$ cat config.mk
export PLATFORM = sky130hd
export DESIGN_NAME = truth_table_sweeper_flat
export DESIGN_NICKNAME = d
export VERILOG_FILES = /design/src/rtl/truth_table_sweeper_if.sv /design/src/rtl/truth_table_sweeper.sv /design/src/flat_wrapper.sv
export SDC_FILE = /design/constraint.sdc
export NUM_CORES = 1
export LEC_CHECK = 0
export BUFFER_PORTS_ARGS = -buffer_cell sky130_fd_sc_hd__buf_2
export CAP_MARGIN = 20
export CORE_ASPECT_RATIO = 0.75
export CORE_MARGIN = 2
export CORE_UTILIZATION = 40
export DETAILED_ROUTE_END_ITERATION = 6
export SETUP_SLACK_MARGIN = 0.02
export SLEW_MARGIN = 20
export SYNTH_ARGS = -nofsm -noshare
export SYNTH_HDL_FRONTEND = slang
export SYNTH_SLANG_ARGS = --single-unit
$ cat constraint.sdc
create_clock -name CLK -period 3.55 [get_ports CLK]
set_input_delay 0.1775 -clock CLK [delete_from_list [all_inputs] [get_ports CLK]]
set_output_delay 0.1775 -clock CLK [all_outputs]
set_load 0.005 [all_outputs]
$ cat src/rtl/truth_table_sweeper_if.sv
// Signal bundle between the truth-table sweeper and the gate network / host it drives.
// The sweeper takes the slave modport; the host/stimulus side takes master.
interface truth_table_sweeper_if;
    logic        START;
    logic        ABORT;
    logic        F;
    logic        A;
    logic        B;
    logic        C;
    logic        D;
    logic        E;
    logic        BUSY;
    logic        DONE;
    logic [31:0] TABLE;
    logic [5:0]  ERRCNT;
    logic        MATCH;

    modport master (
        output START, ABORT, F,
        input  A, B, C, D, E, BUSY, DONE, TABLE, ERRCNT, MATCH
    );

    modport slave (
        input  START, ABORT, F,
        output A, B, C, D, E, BUSY, DONE, TABLE, ERRCNT, MATCH
    );
endinterface

$ cat src/rtl/truth_table_sweeper.sv
// Walks all 32 {A,B,C,D,E} vectors, captures F per vector into TABLE and counts golden-table mismatches.
// Compare logic (ERRCNT/MATCH) is only built when SWEEP_COMPARE_EN is defined; otherwise both read 0.
//
// state    | meaning
// S_IDLE   | waiting for START, A..E = 0
// S_APPLY  | holding vector index_q on A..E while the network settles
// S_SAMPLE | capturing F into TABLE[index_q]
// S_DONE   | sweep complete, results held until START or RST
module truth_table_sweeper #(
    parameter int unsigned SETTLE   = 2,
    parameter logic [31:0] EXPECTED = 32'h00151515
) (
    input  logic                  CLK,
    input  logic                  RST,
    truth_table_sweeper_if.slave  sw
);

    typedef enum logic [1:0] {
        S_IDLE   = 2'd0,
        S_APPLY  = 2'd1,
        S_SAMPLE = 2'd2,
        S_DONE   = 2'd3
    } state_t;

    // SETTLE of 0 still needs one APPLY cycle, so it shares the terminal count of SETTLE=1.
    localparam logic [3:0] SETTLE_LAST = (SETTLE == 0) ? 4'd0 : 4'(SETTLE - 1);

    state_t      state_q,  state_d;
    logic [4:0]  index_q,  index_d;
    logic [3:0]  settle_q, settle_d;
    logic [31:0] table_q,  table_d;

    logic start_ok;
    logic busy;

    assign start_ok = ((state_q == S_IDLE) || (state_q == S_DONE)) && sw.START;
    assign busy     = (state_q == S_APPLY) || (state_q == S_SAMPLE);

    always_comb begin
        state_d  = state_q;
        index_d  = index_q;
        settle_d = settle_q;
        table_d  = table_q;

        case (state_q)
            S_IDLE, S_DONE: begin
                if (sw.START) begin
                    state_d  = S_APPLY;
                    index_d  = 5'd0;
                    settle_d = 4'd0;
                    table_d  = 32'd0;
                end
            end

            S_APPLY: begin
                if (sw.ABORT) begin
                    state_d  = S_IDLE;
                    index_d  = 5'd0;
                    settle_d = 4'd0;
                end else if (settle_q == SETTLE_LAST) begin
                    state_d  = S_SAMPLE;
                    settle_d = 4'd0;
                end else begin
                    settle_d = settle_q + 4'd1;
                end
            end

            S_SAMPLE: begin
                if (sw.ABORT) begin
                    state_d  = S_IDLE;
                    index_d  = 5'd0;
                    settle_d = 4'd0;
                end else begin
                    table_d[index_q] = sw.F;
                    if (index_q == 5'd31) begin
                        state_d = S_DONE;
                    end else begin
                        state_d = S_APPLY;
                        index_d = index_q + 5'd1;
                    end
                end
            end

            default: begin
                state_d  = S_IDLE;
                index_d  = 5'd0;
                settle_d = 4'd0;
            end
        endcase
    end

    always_ff @(posedge CLK) begin
        if (RST) begin
            state_q  <= S_IDLE;
            index_q  <= 5'd0;
            settle_q <= 4'd0;
            table_q  <= 32'd0;
        end else begin
            state_q  <= state_d;
            index_q  <= index_d;
            settle_q <= settle_d;
            table_q  <= table_d;
        end
    end

`ifdef SWEEP_COMPARE_EN
    logic [5:0] errcnt_q, errcnt_d;

    always_comb begin
        errcnt_d = errcnt_q;
        if (start_ok) begin
            errcnt_d = 6'd0;
        end else if ((state_q == S_SAMPLE) && !sw.ABORT && (sw.F != EXPECTED[index_q])) begin
            errcnt_d = errcnt_q + 6'd1;
        end
    end

    always_ff @(posedge CLK) begin
        if (RST) begin
            errcnt_q <= 6'd0;
        end else begin
            errcnt_q <= errcnt_d;
        end
    end

    assign sw.ERRCNT = errcnt_q;
    assign sw.MATCH  = (state_q == S_DONE) && (errcnt_q == 6'd0);
`else
    logic unused_cmp;
    assign unused_cmp = start_ok ^ (|EXPECTED);
    assign sw.ERRCNT  = 6'd0;
    assign sw.MATCH   = 1'b0;
`endif

    // Index parks at 31 in DONE, which gives the required all-ones vector there.
    assign {sw.A, sw.B, sw.C, sw.D, sw.E} = (state_q == S_IDLE) ? 5'd0 : index_q;

    assign sw.BUSY  = busy;
    assign sw.DONE  = (state_q == S_DONE);
    assign sw.TABLE = table_q;

endmodule
$ cat src/flat_wrapper.sv
// flat-port wrapper written by rule: the top's interface ports become plain ports
module truth_table_sweeper_flat 
#(
    parameter int unsigned SETTLE   = 2,
    parameter logic [31:0] EXPECTED = 32'h00151515
)
  (CLK, RST, sw_START, sw_ABORT, sw_F, sw_A, sw_B, sw_C, sw_D, sw_E, sw_BUSY, sw_DONE, sw_TABLE, sw_ERRCNT, sw_MATCH);
  truth_table_sweeper_if sw_i ();
  input  logic CLK;
  input  logic RST;
  input wire logic [$bits(sw_i.START)-1:0] sw_START;
  input wire logic [$bits(sw_i.ABORT)-1:0] sw_ABORT;
  input wire logic [$bits(sw_i.F)-1:0] sw_F;
  output wire logic [$bits(sw_i.A)-1:0] sw_A;
  output wire logic [$bits(sw_i.B)-1:0] sw_B;
  output wire logic [$bits(sw_i.C)-1:0] sw_C;
  output wire logic [$bits(sw_i.D)-1:0] sw_D;
  output wire logic [$bits(sw_i.E)-1:0] sw_E;
  output wire logic [$bits(sw_i.BUSY)-1:0] sw_BUSY;
  output wire logic [$bits(sw_i.DONE)-1:0] sw_DONE;
  output wire logic [$bits(sw_i.TABLE)-1:0] sw_TABLE;
  output wire logic [$bits(sw_i.ERRCNT)-1:0] sw_ERRCNT;
  output wire logic [$bits(sw_i.MATCH)-1:0] sw_MATCH;
  assign sw_i.START = sw_START;
  assign sw_i.ABORT = sw_ABORT;
  assign sw_i.F = sw_F;
  assign sw_A = sw_i.A;
  assign sw_B = sw_i.B;
  assign sw_C = sw_i.C;
  assign sw_D = sw_i.D;
  assign sw_E = sw_i.E;
  assign sw_BUSY = sw_i.BUSY;
  assign sw_DONE = sw_i.DONE;
  assign sw_TABLE = sw_i.TABLE;
  assign sw_ERRCNT = sw_i.ERRCNT;
  assign sw_MATCH = sw_i.MATCH;
  truth_table_sweeper #(.SETTLE(SETTLE), .EXPECTED(EXPECTED)) u_core (.CLK(CLK), .RST(RST), .sw(sw_i));
endmodule
# After elaboration in Yosys (flattened, before gate mapping)
# Cells that the tools add are included.
# Widths: inputs -> output; s select.
totals:
  register_bits: 43
  input_bits: 5
  output_inout_bits: 46
classes:
  n_addsub: 2
  order_cmp: 2
  n_eq_ne: 11
  n_mux: 23
  n_reduce_logical: 9
op_table:
  columns: ["cell", "count"]
  rows:
  - ["$mux 32", 2]
  - ["$pmux 32 s2", 1]
  - ["$bwmux 32", 1]
  - ["$mux 5", 5]
  - ["$mux 4", 4]
  - ["$pmux 5 s3", 1]
  - ["$pmux 4 s3", 1]
  - ["$mux 2", 5]
  - ["$ne 2x2->1 const B", 4]
  - ["$lt 5x6->1 const B", 1]
  - ["$ne 3x3->1 const B", 2]
  - ["$pmux 2 s3", 1]
  - ["$reduce_and 3->1", 2]
  - ["$add 5x1->5 const B", 1]
  - ["$demux 1 s5", 1]
  - ["$eq 5x5->1 const B", 1]
  - ["$ge 5x1->1 const B", 1]
  - ["$add 4x1->4 const B", 1]
  - ["$eq 2x2->1 const B", 2]
  - ["$eq 4x1->1 const B", 1]
  - ["$reduce_and 2->1", 2]
  - ["$eq 2x1->1 const B", 1]
  - ["$logic_not 2->1", 1]
  - ["$reduce_bool 2->1", 1]
  - ["other kinds (4)", 4]

# Longest topological paths before layout
# Gate-level depths: netlist (run 1).
logic_depth:
  depth_word: 7
  mapped_depth: 8
  ltp_nobuf: 7

# Worst setup path after synthesis (run 1)
# OpenSTA, ideal clock, no wires.
synth_path:
  kind: "register to register"
  from: "reg u_core.index_q[0]"
  to: "reg u_core.index_q[3]"
  arrival_time_ns: 1.855
  required_ns: 3.480
  path_slack_ns: 1.625
  stages_incl_launch_ff: 8
  n_path_buf: 0
  synth_period_minus_slack_ns: 1.925
  cell_sequence: "dfxtp_1 ha_1 and3_1 ha_1 a21oi_4 o21ai_0 or3_1 a21oi_1"
synth_via:
  elab_chain_cells: 4
  word_cells_on_any_way: 7
  cone_classes: "add/sub (1); eq/ne (2); mux (3); reduce/logical (1)"
synth_rtl:
  columns: ["item", "line_no", "rtl"]
  rows:
  - ["start, declared", "truth_table_sweeper.sv:29", "logic [4:0] index_q, index_d;"]
  - ["start signal, assigned", "truth_table_sweeper.sv:100", "index_q <= index_d;"]
  - ["$add 5x1->5", "truth_table_sweeper.sv:79", "index_d = index_q + 5'd1;"]
  - ["$mux 5", "truth_table_sweeper.sv:75", "if (index_q == 5'd31) begin"]
  - ["$mux 5", "truth_table_sweeper.sv:69", "if (sw.ABORT) begin"]
  - ["$pmux 5 s3", "truth_table_sweeper.sv:45", "case (state_q)"]
# Parallel ways exist; a longest one is shown, timed or not. The select of a mux whose other input is x is not followed.
# A chain may end at the register's enable or synchronous reset.

# Final worst setup path (run 1)
# Ends and elaborated chain as after synthesis.

==> summary.md, run 1 <==
| Metric | Value |
|---|---|
| Post-synth ARST share | `0` |
| Pre-Repair DR Iteration Count | `4` |
| Clock Path Buffers | `2` |
| Final GP Congestion | `0.833` |
| Root Driver | `clkbuf_8` |
| Fin. max-slew vios | `0` |
| Total gr overflow | `0` |
| Port Buffers | `43` |
| PwrDens | `~370 mW/mm^2` |
| Least-Margin Pin Slew | `0.902 ns` |
| Setup Buffers After CTS | `0` |
| Min cycle time layout | `2.16 ns` |
| Clk slew on worst S/H paths | `~0.080 ns` |
| I/O Pins | `51` |
| Placed Instance Area | `0.00235 sq mm` |
| Slowest CP cell | `or3_1` |
| Final Instance Count excl. Fillers | `roughly 350` |
| Number of synthesized flops with an enable pin | `0` |
| Outcome | `finished, final reports clean` |
| Sequential-to-total area share from yosys stat | `0.402` |
| Tot Pwr | `886 uW` |
| Fin. Hold Viols | `0` |
| Placed Cells | `345` |
| RSZ-0062 raised after global routing | `false` |
| #FFs+latches synth | `43` |
| CP max FO | `8` |
| Synth Area per Inst | `8.88 sq um` |
| R2R Setup Slk | `1.39 ns` |
| Final Cycle Share | `0.610` |
| GR Util All Layers | `0.174` |
| CP Class | `reg -> reg` |
| Iter 0 DRT Violations | `77` |
| First-pass GRT wire length | `7870 microns` |
| Fin Setup TNS | `0 ns` |
| Avg Vias per Cell | `5.26` |
| Warnings from Yosys | `0` |
| Clk_lat worst skew | `0.29 ns` |
| Netlist cell types | `42` |
| Worst Skew | `around 0.005 ns` |
| Top cell by count, worst path | `ha_1` |
| Drt total wl | `4990 microns` |
| Leakage | `0.000952 uW` |
| Max-cap violations | `0` |
| Final-stage net count | `293` |
| Initial core utilization | `0.409` |
| Die X | `88.5 microns` |
| Area grow syn2layout | `13.3%` |
| Synthesized area | `0.00214 sq mm` |
| Ratio of cells with drive above 1 in the final layout | `0.207` |
| Final Cell Area | `0.00243 sq mm` |
| H-tree depth | `2` |
| CTS tree | `done` |
| Worst path cell trace | `ha_1, and3_1, ha_1, a21oi_4, o21ai_0, or3_1, a21oi_1` |
| Startpoint type of the worst setup path | `register` |
| Hpwl dp | `3640 microns` |
| FMAX | `0.462 GHz` |
| Post-DRT Antenna Nets | `0` |
| N_diodes | `0` |
| Rel. slew slack | `0.394` |
| WL/cell | `between 10 and 15 microns` |
| Setup-failing EPs final | `0` |
| # resized after CTS | `0` |
| Core Rows | `23` |
| Sink Count | `43` |
| Hold Crit Class | `in -> reg` |
| Die area | `0.00596 sq mm` |
| CTS Buf Count | `5` |
| Dominant synthesized flop cell | `dfxtp_1` |
| WP buf/inv | `0` |
| Vias in the first global route | `1560` |
| CTS Hold Bufs | `0` |
| Initial antenna violation count | `0` |
| Largest net degree at the start of global routing | `29` |
| Die height | `roughly 67 microns` |
| Peak supply drop | `around 0.00013 V` |
| Delay-heaviest family, CP | `simple AND/OR/NAND/NOR gates` |
| Residual DRC | `0` |
| Cells after Synth | `241` |
| Worst Setup End Kind | `register` |
| CP arrival | `2.38 ns` |
| Worst EP required | `3.77 ns` |
| Core Area | `0.00524 sq mm` |
| Via count | `1847` |
| Max incr delay on CP | `about 0.4 ns` |
-- state kept, by name, summed over array words and instances (netlist names) --
name             cells
u_core.sw.TABLE     32
u_core.index_q       5
u_core.settle_q      4
u_core.state_q       2
-- cells by family after synthesis --
logic type	after synthesis	synth area share
compound gates	60	0.227
xor+xnor	1	0.00409
fa+ha+maj	11	0.0643
buf+inv	31	0.0766
flops	43	0.402
other cells	1	0.00175
simple gates	94	0.224
-- Yosys cell counts, drive strengths merged (3+ instances only) --
master  number  share of area
dfxtp       43           0.40
nand2       38          0.068
a32o        28           0.13
nor2        17          0.031
buf         16          0.050
a21oi       15          0.042
ha          11          0.064
inv         10          0.018
o21ai        7          0.016
or3          6          0.018
clkbuf       5         0.0093
nand3        5          0.012
nor3         5          0.014
nand2b       4          0.015
and2         3         0.0088
and3         3         0.0088
nor2b        3         0.0088
o32ai        3          0.012
-- power by group --
part | switching, uW | leakage [uW] | internal (uW)
Combinational | 79.3 | 0.000568 | 32.1
Sequential | 4.23 | 0.000347 | 486
Clock | 154 | 0.0000371 | 131
Total | 237 | 0.000952 | 649
-- cells in the final DEF (no fill, tap or decap), types with 2 or more instances in the layout --
| cell type | instances |
|---|---|
| buf_2 | 43 |
| dfxtp_1 | 43 |
| nand2_1 | 37 |
| a32o_1 | 28 |
| nor2_1 | 16 |
| a21oi_1 | 13 |
| ha_1 | 11 |
| inv_1 | 10 |
| o21ai_0 | 7 |
| conb_1 | 7 |
| or3_1 | 6 |
| nand3_1 | 5 |
| clkbuf_8 | 5 |
| nor3_1 | 4 |
| nor2b_1 | 3 |
| and3_1 | 3 |
| nand2b_1 | 3 |
| and2_1 | 3 |
| o32ai_1 | 3 |
| or4_1 | 2 |
| nor3b_2 | 2 |
| o2111ai_1 | 2 |
| nand4_1 | 2 |
-- path summary, 6_finish.rpt --
path / endpoint / cells after the start / startpoint
max reg2reg: u_core.index_q[3] / 7 / u_core.index_q[0]
min reg2reg: u_core.sw.TABLE[23] / 2 / u_core.sw.TABLE[23]
max: u_core.index_q[3] / 7 / u_core.index_q[0]
min: u_core.settle_q[0] / 2 / RST
-- per-stage QoR --
| step | util | hold slack [ns] | worst slack, ns |
|---|---|---|---|
| after CTS | 0.463 | 0.260 | 1.40 |
| final | 0.463 | 0.272 | 1.39 |
| after global routing | 0.463 | 0.273 | 1.22 |
| after global placement | 0.449 | 0.471 | 1.50 |
| after floorplan | - | 0.462 | 1.62 |
| after detailed placement | 0.449 | 0.467 | 1.43 |
-- cell type report --
class                   count  area, sq um
flip-flops and latches     43          861
multi-input cells         173         1140
well taps                  75         93.8
repair buffers             44          223
fillers                   529         2810
clock buffers               6         72.6
inverters                  10         37.5
-- worst reg2reg max path: cells and delay by family (launching register included) --
| kind | cells | cell delay [ns] |
|---|---|---|
| flip-flops | 1 | 0.36 |
| adder cells (fa/ha/maj) | 2 | 0.54 |
| AO/OA/AOI/OAI | 3 | 0.56 |
| AND/OR/NAND/NOR | 2 | 0.63 |
-- routing by layer --
metal | global-route usage | wire [microns]
met1 | 0.262 | 2610
met2 | 0.247 | 2150
met3 | 0.0403 | 191
met4 | 0.0511 | 42
met5 | 0 | 0
No activity file was read; power rests on OpenSTA's default activity.
==> run 2, diff against run 1 <==
- clock period: 3.55 -> 1.8 ns (I/O delays scaled with it)
==> summary.md, run 2 (same netlist as run 1, synthesis figures left out) <==
| Metric | Value |
|---|---|
| Reg2reg path depth | `6` |
| Worst EP required | `2.04 ns` |
| Register area | `865 sq um` |
| Hold EP | `u_core.state_q[1]` |
| RSZ-0062 raised after global routing | `true` |
| Clock Path Buffers | `2` |
| Area grow syn2layout | `31.8%` |
| Port Buffers | `43` |
| Initial antenna violation count | `0` |
| Max incr delay on CP | `0.51 ns` |
| Pre-Repair DR Iteration Count | `4` |
| Die height | `67.4 microns` |
| FMAX | `0.577 GHz` |
| Final WS setup | `around 0.068 ns` |
| CP startpoint | `u_core.state_q[1]` |
| Peak supply drop | `0.000339 V` |
| Core Area | `0.00524 sq mm` |
| Setup Buffers After CTS | `0` |
| Switch Pwr | `553 uW` |
| R2R Setup Slk | `0.07 ns` |
| Largest net degree at the start of global routing | `29` |
| Iter 0 DRT Violations | `131` |
| Worst Hold Launch | `RST` |
| Tot Pwr | `2070 uW` |
| CP Depth | `6` |
| Hold depth | `3` |
| Fin Setup TNS | `0 ns` |
| Clk_lat worst skew | `0.30 ns` |
| H-tree depth | `2` |
| Worst-case hold slack | `approximately 0.21 ns` |
| Total gr overflow | `0` |
| Clk slew on worst S/H paths | `0.09 ns` |
| Least-Margin Pin Slew | `0.521 ns` |
| Fin. max-slew vios | `0` |
| Int Pwr | `roughly 1500 uW` |
| Max-cap violations | `0` |
| Ratio of cells with drive above 1 in the final layout | `0.334` |
| Commonest non-fill, non-tap cell in the layout | `buf_2` |
| Via count | `2011` |
| Outcome | `finished, final reports clean` |
| CTS tree | `done` |
| WL/cell | `14.7 microns` |
| GR Util All Layers | `0.202` |
| Hold Crit Class | `in -> reg` |
| Residual DRC | `0` |
| Flop pwr share | `0.467` |
| Worst Skew | `around 0.0083 ns` |
| Commonest non-fill, non-tap cells in the layout | `buf_2 (43), dfxtp_1 (42), nand2_1 (37)` |
| Worst Setup End Kind | `register` |
| Vias in the first global route | `1826` |
| WP buf/inv | `1` |
| Combinational power share | `0.164` |
| Fill cells | `526` |
| Max reg flops | `32` |
| First-pass GRT wire length | `about 9000 microns` |
| Hpwl dp | `4090 microns` |
| N_diodes | `0` |
| Multi-input gate area | `0.00121 sq mm` |
| CP arrival | `1.97 ns` |
| Setup-failing EPs final | `0` |
| PwrDens | `733 mW/mm^2` |
| Final GP Congestion | `0.862` |
| Worst path cell trace | `inv_1, ha_4, or2_4, nand2_2, or4_1, a31oi_1` |
| Pre-CTS WS | `-0.0805 ns` |
| Delay-heaviest family, CP | `simple AND/OR/NAND/NOR gates` |
| Worst R2R Start | `u_core.state_q[1]` |
| Final Cycle Share | `0.962` |
| CTS Hold Bufs | `0` |
| Post-DRT Antenna Nets | `0` |
| Rel. slew slack | `0.651` |
| Core Rows | `23` |
| Net Sw Frac | `0.267` |
| Sink Count | `43` |
| Root Driver | `clkbuf_8` |
| CTS Buf Count | `5` |
| Startpoint type of the worst setup path | `register` |
| Initial core utilization | `0.409` |
| CP max FO | `8` |
| Final-stage net count | `323` |
| Clock network power share | `0.370` |
| Leakage | `0.00114 uW` |
| Slowest CP cell | `or4_1` |
| Fin. Hold Viols | `0` |
| Min cycle time layout | `1.73 ns` |
| Die X | `88.5 microns` |
| I/O Pins | `51` |
| Drt total wl | `5640 microns` |
| Die area | `0.00596 sq mm` |
| CP Class | `reg -> reg` |
| Avg Vias per Cell | `5.25` |
| RR Endpoint | `u_core.settle_q[3]` |
## run 2: changes by cell type in the layout (fill, tap and decap cells not counted), sizes merged
cell and delta:
clkbuf -1, bufinv +1, buf +30, clkinv +2
## run 2: cell type report
class	count	area share
multi-input cells	173	0.429
flip-flops and latches	43	0.306
repair buffers	74	0.178
well taps	75	0.0333
clock buffers	5	0.0244
clock inverters	3	0.0155
inverters	10	0.0133
## run 2: worst max path at each step
stage                           to
3_5_place_dp   u_core.sw.TABLE[25]
6_report        u_core.settle_q[3]
3_3_place_gp   u_core.sw.TABLE[31]
2_1_floorplan    u_core.index_q[3]
5_1_grt        u_core.sw.TABLE[18]
4_1_cts        u_core.sw.TABLE[17]
## run 2: power by group through the flow
stage | sequential, uW | combinational (uW) | clock [uW]
6_report | 965 | 339 | 764
5_1_grt | 966 | 372 | 809
4_1_cts | 964 | 317 | 776
3_5_place_dp | 987 | 307 | 0
3_3_place_gp | 986 | 306 | 0
2_1_floorplan | 988 | 195 | 0
## run 2: tightest hold or removal path, delay by kind of cell
| kind | cells | cell delay, ns |
|---|---|---|
| compound gates | 1 | 0.05 |
| buf+inv | 2 | 0.33 |
## run 2: metal layers
| metal | GRT usage | vias to the layer above | share of wire |
|---|---|---|---|
| li1 | - | 1001 | - |
| met5 | 0 | - | 0 |
| met3 | 0.0403 | 5 | 0.064 |
| met2 | 0.293 | 68 | 0.43 |
| met4 | 0.0568 | 0 | 0.0083 |
| met1 | 0.303 | 937 | 0.50 |
## run 2: metrics by stage
step                 util  std cells  cell area [sq um]
finish              0.539        383               2820
CTS                 0.531        383               2780
global placement    0.505        375               2650
global route        0.539        383               2820
floorplan               -        247               2180
detailed placement  0.505        375               2650
## run 2: what timing repair did
action	4_1_cts	5_1_grt
endpoints found under the setup margin	29	38
gates resized for setup	5	12
pin swaps	0	2
